--- src/rtl/decode_queue_pkg.sv ---
`default_nettype none
// ============================================================================
//  Module   : decode_queue_pkg
//  Purpose  : MIPS opcode/funct/rt fields, ALU control and branch-judge codes
//  Revision : 1.0
// ============================================================================
package decode_queue_pkg;

    localparam logic [5:0] OP_SPECIAL = 6'b000000;
    localparam logic [5:0] OP_REGIMM  = 6'b000001;
    localparam logic [5:0] OP_J       = 6'b000010;
    localparam logic [5:0] OP_JAL     = 6'b000011;
    localparam logic [5:0] OP_BEQ     = 6'b000100;
    localparam logic [5:0] OP_BNE     = 6'b000101;
    localparam logic [5:0] OP_BLEZ    = 6'b000110;
    localparam logic [5:0] OP_BGTZ    = 6'b000111;
    localparam logic [5:0] OP_ADDI    = 6'b001000;
    localparam logic [5:0] OP_ADDIU   = 6'b001001;
    localparam logic [5:0] OP_SLTI    = 6'b001010;
    localparam logic [5:0] OP_SLTIU   = 6'b001011;
    localparam logic [5:0] OP_ANDI    = 6'b001100;
    localparam logic [5:0] OP_ORI     = 6'b001101;
    localparam logic [5:0] OP_XORI    = 6'b001110;
    localparam logic [5:0] OP_LUI     = 6'b001111;
    localparam logic [5:0] OP_LB      = 6'b100000;
    localparam logic [5:0] OP_LW      = 6'b100011;
    localparam logic [5:0] OP_SB      = 6'b101000;
    localparam logic [5:0] OP_SW      = 6'b101011;

    localparam logic [5:0] FN_SLL     = 6'b000000;
    localparam logic [5:0] FN_SRL     = 6'b000010;
    localparam logic [5:0] FN_SRA     = 6'b000011;
    localparam logic [5:0] FN_JR      = 6'b001000;
    localparam logic [5:0] FN_JALR    = 6'b001001;
    localparam logic [5:0] FN_ADD     = 6'b100000;
    localparam logic [5:0] FN_ADDU    = 6'b100001;
    localparam logic [5:0] FN_SUB     = 6'b100010;
    localparam logic [5:0] FN_SUBU    = 6'b100011;
    localparam logic [5:0] FN_AND     = 6'b100100;
    localparam logic [5:0] FN_OR      = 6'b100101;
    localparam logic [5:0] FN_XOR     = 6'b100110;
    localparam logic [5:0] FN_NOR     = 6'b100111;
    localparam logic [5:0] FN_SLT     = 6'b101010;
    localparam logic [5:0] FN_SLTU    = 6'b101011;

    localparam logic [4:0] RT_BLTZ    = 5'b00000;
    localparam logic [4:0] RT_BGEZ    = 5'b00001;
    localparam logic [4:0] RT_BLTZAL  = 5'b10000;
    localparam logic [4:0] RT_BGEZAL  = 5'b10001;

    // ALU_DONOTHING doubles as the "not a branch" branch-judge code
    localparam logic [5:0] ALU_DONOTHING = 6'd0;
    localparam logic [5:0] ALU_ADD       = 6'd1;
    localparam logic [5:0] ALU_ADDU      = 6'd2;
    localparam logic [5:0] ALU_SUB       = 6'd3;
    localparam logic [5:0] ALU_SUBU      = 6'd4;
    localparam logic [5:0] ALU_AND       = 6'd5;
    localparam logic [5:0] ALU_OR        = 6'd6;
    localparam logic [5:0] ALU_XOR       = 6'd7;
    localparam logic [5:0] ALU_NOR       = 6'd8;
    localparam logic [5:0] ALU_SLT       = 6'd9;
    localparam logic [5:0] ALU_SLTU      = 6'd10;
    localparam logic [5:0] ALU_SLL       = 6'd11;
    localparam logic [5:0] ALU_SRL       = 6'd12;
    localparam logic [5:0] ALU_SRA       = 6'd13;
    localparam logic [5:0] ALU_LUI       = 6'd14;

    localparam logic [4:0] ALU_EQ        = 5'd1;
    localparam logic [4:0] ALU_NEQ       = 5'd2;
    localparam logic [4:0] ALU_LEZ       = 5'd3;
    localparam logic [4:0] ALU_GTZ       = 5'd4;
    localparam logic [4:0] ALU_LTZ       = 5'd5;
    localparam logic [4:0] ALU_GEZ       = 5'd6;

    function automatic logic is_jump(input logic [5:0] op, input logic [5:0] funct);
        return (op == OP_J) || (op == OP_JAL) ||
               ((op == OP_SPECIAL) && ((funct == FN_JR) || (funct == FN_JALR)));
    endfunction

endpackage
`default_nettype wire

--- src/rtl/alu_decoder.sv ---
`default_nettype none
// ============================================================================
//  Module   : alu_decoder
//  Purpose  : Combinational MIPS decode to ALU control and branch-judge codes
//  Revision : 1.0
// ============================================================================
module alu_decoder
    import decode_queue_pkg::*;
(
    input  logic [5:0] i_opcode,
    input  logic [4:0] i_rt,
    input  logic [5:0] i_funct,
    output logic [5:0] o_alu_control,
    output logic [4:0] o_branch_judge
);

    always_comb begin
        o_alu_control  = ALU_DONOTHING;
        o_branch_judge = 5'(ALU_DONOTHING);
        case (i_opcode)
            OP_SPECIAL: begin
                case (i_funct)
                    FN_ADD:  o_alu_control = ALU_ADD;
                    FN_ADDU: o_alu_control = ALU_ADDU;
                    FN_SUB:  o_alu_control = ALU_SUB;
                    FN_SUBU: o_alu_control = ALU_SUBU;
                    FN_AND:  o_alu_control = ALU_AND;
                    FN_OR:   o_alu_control = ALU_OR;
                    FN_XOR:  o_alu_control = ALU_XOR;
                    FN_NOR:  o_alu_control = ALU_NOR;
                    FN_SLT:  o_alu_control = ALU_SLT;
                    FN_SLTU: o_alu_control = ALU_SLTU;
                    FN_SLL:  o_alu_control = ALU_SLL;
                    FN_SRL:  o_alu_control = ALU_SRL;
                    FN_SRA:  o_alu_control = ALU_SRA;
                    default: o_alu_control = ALU_DONOTHING;
                endcase
            end
            OP_REGIMM: begin
                case (i_rt)
                    RT_BLTZ, RT_BLTZAL: o_branch_judge = ALU_LTZ;
                    RT_BGEZ, RT_BGEZAL: o_branch_judge = ALU_GEZ;
                    default:            o_branch_judge = 5'(ALU_DONOTHING);
                endcase
            end
            OP_BEQ:   o_branch_judge = ALU_EQ;
            OP_BNE:   o_branch_judge = ALU_NEQ;
            OP_BLEZ:  o_branch_judge = ALU_LEZ;
            OP_BGTZ:  o_branch_judge = ALU_GTZ;
            OP_ADDI:  o_alu_control  = ALU_ADD;
            OP_ADDIU: o_alu_control  = ALU_ADDU;
            OP_SLTI:  o_alu_control  = ALU_SLT;
            OP_SLTIU: o_alu_control  = ALU_SLTU;
            OP_ANDI:  o_alu_control  = ALU_AND;
            OP_ORI:   o_alu_control  = ALU_OR;
            OP_XORI:  o_alu_control  = ALU_XOR;
            OP_LUI:   o_alu_control  = ALU_LUI;
            OP_LB, OP_LW, OP_SB, OP_SW: o_alu_control = ALU_ADDU;
            default:  o_alu_control  = ALU_DONOTHING;
        endcase
    end

endmodule
`default_nettype wire

--- src/rtl/decode_queue.sv ---
`default_nettype none
// ============================================================================
//  Module   : decode_queue
//  Purpose  : Decode-on-enqueue circular queue between fetch and issue
//  Revision : 1.0
// ============================================================================
module decode_queue
    import decode_queue_pkg::*;
#(
    parameter int FETCH_W = 2,
    parameter int ISSUE_W = 2,
    parameter int DEPTH   = 8
)(
    input  logic                          clk,
    input  logic                          rst,
    input  logic                          flush,
    input  logic [FETCH_W-1:0]            in_valid,
    input  logic [32*FETCH_W-1:0]         in_instr,
    input  logic [32*FETCH_W-1:0]         in_pc,
    output logic                          in_ready,
    output logic [ISSUE_W-1:0]            out_valid,
    output logic [32*ISSUE_W-1:0]         out_instr,
    output logic [32*ISSUE_W-1:0]         out_pc,
    output logic [6*ISSUE_W-1:0]          out_alu_control,
    output logic [5*ISSUE_W-1:0]          out_branch_judge,
    input  logic [ISSUE_W-1:0]            out_take,
    output logic [$clog2(DEPTH+1)-1:0]    count
);

    localparam int PTR_W = $clog2(DEPTH);
    localparam int CNT_W = $clog2(DEPTH+1);

    logic [31:0]      r_instr [DEPTH];
    logic [31:0]      r_pc    [DEPTH];
    logic [5:0]       r_alu   [DEPTH];
    logic [4:0]       r_bj    [DEPTH];

    logic [PTR_W-1:0] r_head;
    logic [PTR_W-1:0] r_tail;
    logic [CNT_W-1:0] r_count;

    logic [5:0]       w_dec_alu [FETCH_W];
    logic [4:0]       w_dec_bj  [FETCH_W];
    logic [CNT_W-1:0] w_enq;
    logic [CNT_W-1:0] w_deq;

    assign count    = r_count;
    // Readiness looks only at the current occupancy, never at same-cycle takes
    assign in_ready = (r_count <= CNT_W'(DEPTH - FETCH_W));

    generate
        for (genvar g = 0; g < FETCH_W; g++) begin : g_dec
            alu_decoder u_alu_decoder (
                .i_opcode       (in_instr[32*g+26 +: 6]),
                .i_rt           (in_instr[32*g+16 +: 5]),
                .i_funct        (in_instr[32*g    +: 6]),
                .o_alu_control  (w_dec_alu[g]),
                .o_branch_judge (w_dec_bj[g])
            );
        end
    endgenerate

    always_comb begin
        w_enq = '0;
        w_deq = '0;
        for (int i = 0; i < FETCH_W; i++) begin
            w_enq = w_enq + CNT_W'(in_valid[i]);
        end
        if (!in_ready) begin
            w_enq = '0;
        end
        for (int i = 0; i < ISSUE_W; i++) begin
            w_deq = w_deq + CNT_W'(out_take[i] & out_valid[i]);
        end
    end

    always_ff @(posedge clk) begin
        if (in_ready && !flush) begin
            for (int i = 0; i < FETCH_W; i++) begin
                if (in_valid[i]) begin
                    r_instr[r_tail + PTR_W'(i)] <= in_instr[32*i +: 32];
                    r_pc[r_tail + PTR_W'(i)]    <= in_pc[32*i +: 32];
                    r_alu[r_tail + PTR_W'(i)]   <= w_dec_alu[i];
                    r_bj[r_tail + PTR_W'(i)]    <= w_dec_bj[i];
                end
            end
        end
    end

    always_ff @(posedge clk or posedge rst) begin
        if (rst) begin
            r_head  <= '0;
            r_tail  <= '0;
            r_count <= '0;
        end else if (flush) begin
            r_head  <= '0;
            r_tail  <= '0;
            r_count <= '0;
        end else begin
            r_head  <= r_head + PTR_W'(w_deq);
            r_tail  <= r_tail + PTR_W'(w_enq);
            r_count <= r_count + w_enq - w_deq;
        end
    end

    generate
        for (genvar g = 0; g < ISSUE_W; g++) begin : g_rd
            logic [PTR_W-1:0] w_idx;
            assign w_idx = r_head + PTR_W'(g);
            assign out_instr[32*g +: 32]       = r_instr[w_idx];
            assign out_pc[32*g +: 32]          = r_pc[w_idx];
            assign out_alu_control[6*g +: 6]   = r_alu[w_idx];
            assign out_branch_judge[5*g +: 5]  = r_bj[w_idx];
        end
    endgenerate

    assign out_valid[0] = (r_count != '0);

    // A branch or jump second in line waits for lane 0 so its delay slot trails it
    generate
        if (ISSUE_W == 2) begin : g_lane_rule
            logic [PTR_W-1:0] w_idx1;
            logic             w_ctl1;
            assign w_idx1       = r_head + PTR_W'(1);
            assign w_ctl1       = (r_bj[w_idx1] != 5'(ALU_DONOTHING)) ||
                                  is_jump(r_instr[w_idx1][31:26], r_instr[w_idx1][5:0]);
            assign out_valid[1] = (r_count > CNT_W'(1)) && !w_ctl1;
        end
    endgenerate

endmodule
`default_nettype wire

--- config.mk ---
export PLATFORM = sky130hd
export DESIGN_NAME = decode_queue
export DESIGN_NICKNAME = d
export VERILOG_FILES = /design/src/rtl/decode_queue_pkg.sv /design/src/rtl/alu_decoder.sv /design/src/rtl/decode_queue.sv
export SDC_FILE = /design/constraint.sdc
export NUM_CORES = 1
export LEC_CHECK = 0
export CORE_MARGIN = 3
export CORE_UTILIZATION = 45
export CTS_CLUSTER_DIAMETER = 30
export DETAILED_ROUTE_END_ITERATION = 8
export PLACE_DENSITY = 0.65
export SETUP_SLACK_MARGIN = 0.02
export SLEW_MARGIN = 30
export SYNTH_ARGS = -nofsm -noshare
export SYNTH_HDL_FRONTEND = slang
export SYNTH_HIERARCHICAL = 1
export SYNTH_SLANG_ARGS = --single-unit
export TNS_END_PERCENT = 50
--- constraint.sdc ---
create_clock -name clk -period 10.85 [get_ports clk]
set_clock_uncertainty 0.2 [all_clocks]
set_input_delay 1.6275 -clock clk [delete_from_list [all_inputs] [get_ports clk]]
set_output_delay 1.6275 -clock clk [all_outputs]
set_load 0.01 [all_outputs]
==> results.ini, run 1 <==
[sta]
slew_headroom_pct = 32.7
fin_crit_ns = 7.54
setup_viol = 0
fmax_mhz = 133
final.period_utilization_pct = 69.5
worst_pin_slew_ns = 1.01
finalSetupTns_ns = 0
slew_violations = 0
finalHoldViolCount = 0
rsz0062_at_grt = false

[floorplan]
start_util_pct = 45.9
core.rowCount = 102
io_pins = 292
die_w_um = 289
die_y_um = 289
die_area_um2 = 83300
core_um2 = 78200

[worst_setup_path]
crit_fanout = 118
critPathLaunch = r_head[0]
slowest_delay_ns = 0.96
cp_slowest_cell = dfrtp_4
startpoint_type = register
arrival_ns = 5.71
path_buf_inv = 4
worstReg2RegStart = r_head[0]
critPathMostFrequentCell = buf_12
setup.worst_path.end_class = output pin
critPathKind = register to output pin
cp_data_required_time_ns = 9.02
path_cells = buf_12 > buf_12 > buf_16 > mux4_2 > or3_1 > or4_1 > nand3_1 > a21boi_1 > clkdlybuf4s50_1
critPathTopFamily = buffers and inverters

[clock_network]
cts_resized = 0
cts.sinks = 610
cts-htree-levels = 4
postCtsSetupBuffers = 0
path_clk_slew_ns = 0.04
cts_buffers = 154
cts_tree = built
cts.hold.buffers_added = 0
cts.path.max_buffers = 3
worstSkewPairLatency_ns = 0.71
cts_root_buf = clkbuf_16

[detailed_routing]
drcViolationCount = 0
drt_iter0_drc = 2038
ant_nets = 0
wl_per_cell_um = 30.0
routed-via-count = 22900
wirelength_um = 110000
via_per_inst = 6.25
drt-pass1-iter-count = 5

[final_layout]
postLayoutCellArea_um2 = 45300
final_layout_size_suffix_gt1_share_pct = 49.0
multi_input_area_um2 = 16800
seq_area_um2 = 18300
final_nets = 2659
nFillCells = 5959
syn_to_final_growth_pct = 26.0

[logic_synthesis]
synth.distinct_cells = 69
yosys-top-cells-area = edfxtp_1, mux2_2, mux4_2
yosys.area.top_type = edfxtp_1
ys_ff_latch = 610
yosys.area.top_type_share_pct = 50.2
syn_area_per_cell_um2 = 16.5
syn_inst = 2180
yosys_warnings = 6
ys.flop_type = edfxtp_1
ys_seq_area_share_pct = 50.8
syn_area_um2 = 35900
synth_edf_count = 600
ys_async_sr_fraction_pct = 1.64

[global_route]
grt_overflow = 0
first_global_vias = 24400
grt_max_degree = 137
grt_first_pass_wirelength_um = 162000
antenna_found_initial = 6
grtUsageTotal_pct = 26.6

[pwr]
finalPower_w = 0.0120
peakVddDrop_mv = 0.238
power_density_nw_per_um2 = 266
power_leakage_nw = 15.3

[placed_design]
post-dp-hpwl_um = 62500
portBuffers = 291
dpl_cell_area_um2 = 39900
place_congestion = 0.807

[flow_run]
max_cap_viol_count = 0

[hold_path]
hold_start = r_tail[0]
hold_class = register to register

[outcome]
status = finished clean

## sequential cells by signal (all words and copies together) (netlist names)
name     count
r_alu       48
r_tail       3
r_bj        40
r_instr    256
r_pc       256
r_head       3
count        4
## synthesized netlist by cell type, types with 3 or more instances
| master | number |
|---|---|
| a21oi_1 | 10 |
| a31oi_1 | 3 |
| and3_1 | 4 |
| buf_1 | 7 |
| buf_2 | 87 |
| buf_4 | 41 |
| buf_6 | 3 |
| clkbuf_1 | 39 |
| dfrtp_1 | 10 |
| edfxtp_1 | 600 |
| fa_1 | 4 |
| ha_1 | 22 |
| inv_1 | 22 |
| mux2_2 | 677 |
| mux2i_1 | 3 |
| mux4_1 | 4 |
| mux4_2 | 296 |
| nand2_1 | 233 |
| nand2b_1 | 3 |
| nand3_1 | 8 |
| nor2_1 | 14 |
| nor2b_1 | 8 |
| nor3_1 | 3 |
| o211ai_1 | 3 |
| o21ai_0 | 4 |
| o21bai_1 | 4 |
| o22ai_1 | 3 |
| or4_1 | 4 |
| xnor2_1 | 5 |
| xor2_1 | 5 |
## cell families (layout without fill, tap and decap cells)
logic type	after synthesis	after routing	synth area share, %
compound gates	46	46	0.899
other cells	2	9	0.0209
fa+ha+maj	26	26	0.989
mux	981	981	40.2
flops	610	610	50.8
xor+xnor	10	10	0.244
simple gates	306	306	3.93
buf+inv	199	634	2.87
## path summary, 6_finish.rpt
kind,to,slack (ns),depth (start not counted)
worst max-delay path,out_valid[1],3.31,9
worst min-delay path,r_tail[0],0.55,2
worst max register to register,count[3],4.44,16
worst min register to register,r_tail[0],0.55,2
max in group asynchronous,r_head[2],8.94,2
min in group asynchronous,r_tail[1],1.09,2
## worst register-to-register path, stage by stage (launching register included)
cell	delay, ns
dfrtp_4	0.96
buf_12	0.61
buf_12	0.72
buf_16	0.49
mux4_2	0.47
or3_1	0.43
or4_1	0.42
nand3_1	0.21
a21oi_1	0.13
ha_1	0.25
fa_1	0.49
inv_1	0.06
ha_1	0.29
a21o_1	0.18
a21oi_1	0.17
xnor2_1	0.14
nor2_1	0.05
## placed cells by master, fill, tap and decap left out, types with 10 or more instances in the layout
cell / instances
nor2_1: 14
nand2_1: 229
clkinv_2: 28
edfxtp_1: 600
mux2_2: 677
clkbuf_16: 158
clkinv_1: 25
clkbuf_1: 19
inv_1: 22
ha_1: 21
buf_4: 27
a21oi_1: 10
clkdlybuf4s50_1: 291
mux4_2: 296
bufinv_16: 28
## area by class of cell
cell class,instances,share of cell area [%]
antenna,1,0.00553
clock buffer,177,8.89
clock inverter,102,2.98
inverter,22,0.182
multi-input combinational,1377,37.2
sequential,610,40.4
tap,1040,2.87
timing repair buffer,333,7.52
## stage by stage
step	setup slack, ns	util, %	hold WS (ns)	cells
finish	3.31	57.9	0.553	3662
global placement	3.84	50.7	0.520	3375
floorplan	2.29	-	0.454	2186
CTS	3.44	57.8	0.543	3660
detailed placement	4.21	51.0	0.542	3381
global route	3.02	57.9	0.602	3662
## power breakdown
part	leakage, nW	total (W)	internal [W]	switching (W)
combinational	7.11	0.00426	0.00222	0.00205
clock	2.62	0.00471	0.00330	0.00141
sequential	5.59	0.00307	0.00289	0.000174
## per-layer routing
metal,track usage [%],vias to the layer above,share of wire (%)
met5,0,-,0.049
met4,7.42,8,2.1
met3,6.27,191,8.1
met2,43.8,1030,49
met1,35.4,12100,40
li1,-,9541,-
Power figures use the tool's default switching activity.
==> run 2: changes to the inputs <==
==> constraint.sdc (replaced) <==
create_clock -name clk -period 7.8 [get_ports clk]
set_clock_uncertainty 0.2 [all_clocks]
set_input_delay 1.17 -clock clk [delete_from_list [all_inputs] [get_ports clk]]
set_output_delay 1.17 -clock clk [all_outputs]
set_load 0.01 [all_outputs]
==> results.ini, run 2 (synthesis gave the netlist of run 1 again) <==
[outcome]
status = finished clean  ; unchanged

[pwr]
finalPower_w = 0.0166  ; was 0.0120 W
switchingPower_w = 0.00510  ; was 0.00363 W
power_density_nw_per_um2 = 368  ; was 266 nW/um2
seqPwrFrac_pct = 25.3  ; was 25.5%
power_leakage_nw = 15.2  ; was 15.3 nW
clockPowerShare_pct = 38.9  ; was 39.1%
p_comb_share_pct = 35.7  ; was 35.4%
peakVddDrop_mv = 0.326  ; was 0.238 mV
power.internal_w = 0.0115  ; was 0.00841 W
swShare_pct = 30.7  ; was 30.1%

[final_layout]
syn_to_final_growth_pct = 25.9  ; was 26.0%
final_util_pct = 57.8  ; was 57.9%
top_regs = r_instr x256, r_pc x256, r_alu x48  ; unchanged
final_common_cell = mux2_2  ; unchanged
final_cell_mix = mux2_2, edfxtp_1, mux4_2  ; unchanged
finalNonFillerCells = 3664  ; was 3662
final_layout_size_suffix_gt1_share_pct = 49.0  ; about the same
final_nets = 2655  ; was 2659

[global_route]
first_global_vias = 24200  ; was 24.4k
antenna_found_initial = 8  ; was 6
use_met1_pct = 35.5  ; was 35.4%
grt_overflow = 0  ; unchanged
grt_use_met3_pct = 5.94  ; was 6.27%
busiest_layer = met2  ; unchanged
use_met2_pct = 42.7  ; was 43.8%
grt_first_pass_wirelength_um = 160000  ; was 162000 um
grt_max_degree = 130  ; was 137
grtUsageTotal_pct = 26.3  ; was 26.6%

[hold_path]
hold_start = r_tail[0]  ; unchanged
hold_class = register to register  ; unchanged

[floorplan]
core.rowCount = 102  ; unchanged
die_y_um = 289  ; unchanged
core_um2 = 78200  ; unchanged
die_w_um = 289  ; unchanged
io_pins = 292  ; unchanged
start_util_pct = 45.9  ; unchanged
die_area_um2 = 83300  ; unchanged

[worst_setup_path]
cp_data_required_time_ns = 6.43  ; was 9.02 ns
worstReg2RegStart = r_head[0]  ; unchanged
critPathTopFamily = buffers and inverters  ; unchanged
cp_slowest_cell = ha_4  ; was dfrtp_4
critPathKind = register to output pin  ; unchanged
path_cells = ha_4 > buf_4 > mux4_2 > nor4_1 > o21ai_0 > nand2_1 > a21boi_1 > clkdlybuf4s50_1  ; was buf_12 > buf_12 > buf_16 > mux4_2 > or3_1 > or4_1 > nand3_1 > a21boi_1 > clkdlybuf4s50_1
setup.worst_path.end_class = output pin  ; unchanged
startpoint_type = register  ; unchanged
r2r_slack_ns = 2.25  ; was 4.44 ns
critPathLaunch = r_head[0]  ; unchanged
slowest_delay_ns = 0.91  ; was 0.96 ns
path_buf_inv = 2  ; was 4
crit_fanout = 42  ; was 118
arrival_ns = 4.94  ; was 5.71 ns

[clock_network]
cts-htree-levels = 4  ; unchanged
cts_root_buf = clkbuf_16  ; unchanged
postCtsSetupBuffers = 0  ; unchanged
cts.sinks = 610  ; unchanged
cts.hold.buffers_added = 0  ; unchanged
cts_buffers = 148  ; was 154
cts_tree = built  ; unchanged
cts_resized = 0  ; unchanged
worstSkewPairLatency_ns = 0.74  ; was 0.71 ns
cts.path.max_buffers = 3  ; unchanged
path_clk_slew_ns = 0.05  ; was 0.04 ns

[sta]
slew_headroom_pct = 32.6  ; was 32.7%
worst_pin_slew_ns = 1.01  ; about the same
slew_violations = 0  ; unchanged
rsz0062_at_grt = false  ; unchanged
finalHoldViolCount = 0  ; unchanged
fin_crit_ns = 6.31
finalSetupTns_ns = 0  ; unchanged
worst_slack_ns = 1.49  ; was 3.31 ns
final.period_utilization_pct = 80.9
setup_viol = 0  ; unchanged
fmax_mhz = 158

[detailed_routing]
drt-pass1-iter-count = 5  ; unchanged
wirelength_um = 109000  ; was 110000 um
drt_iter0_drc = 2231  ; was 2038
via_per_inst = 6.27  ; was 6.25
drcViolationCount = 0  ; unchanged
ant_nets = 0  ; unchanged
routed-via-count = 23000  ; was 22.9k
wl_per_cell_um = 29.7  ; was 30.0 um

[flow_run]
max_cap_viol_count = 0  ; unchanged

[placed_design]
portBuffers = 291  ; unchanged
placedCellCount = 3384  ; was 3381
place_congestion = 0.790  ; was 0.807
post-dp-hpwl_um = 61900  ; was 62500 um
place_ws_ns = 2.25  ; was 4.21 ns

-- run 2: layer usage --
layer / share of wire (%) / vias up / wire [um]
met5: 0.031 / - / 34
met4: 2.2 / 4 / 2370
met3: 8.4 / 188 / 9180
met2: 49 / 1090 / 53200
met1: 41 / 12200 / 44200
li1: - / 9536 / -
-- run 2: cell type report --
cell class              instances  area, um2
well taps                    1040       1300
clock buffers                 167       3820
flip-flops and latches        610      18300
clock inverters               107       1480
repair buffers                335       3410
fillers                      5911      33000
inverters                      22       82.6
diodes                          6       15.0
multi-input cells            1377      16800
-- run 2: final timing paths --
check	endpoint	cells after the start
worst max-delay path	out_valid[1]	8
worst min-delay path	r_tail[0]	2
worst max register to register	count[3]	15
worst min register to register	r_tail[0]	2
max in group asynchronous	r_head[2]	2
min in group asynchronous	count[1]	2
-- run 2: power groups by stage --
stage	registers [W]	logic (W)	clock network, W
detailed placement	0.00426	0.00597	0
CTS	0.00421	0.00601	0.00654
global route	0.00424	0.00632	0.00672
finish	0.00421	0.00594	0.00647
floorplan	0.00421	0.00367	0
global placement	0.00427	0.00588	0
-- run 2: metrics by stage --
step	instance area, um2	hold WS [ns]
final	45200	0.519
after global routing	45200	0.534
after CTS	45200	0.524
after detailed placement	39900	0.504
after global placement	39700	0.502
after floorplan	36000	0.454
-- run 2: worst reg2reg max path, stage by stage, from the launching register on --
cell and delay, ns:
dfrtp_4 0.69, ha_4 0.92, buf_4 0.67, mux4_2 0.51, nor4_1 0.37, o21ai_0 0.13, nand2_1 0.25, a21oi_1 0.11
ha_1 0.24, fa_1 0.48, inv_1 0.06, ha_1 0.28, a21o_1 0.18, a21oi_1 0.17, xnor2_1 0.14, nor2_1 0.06
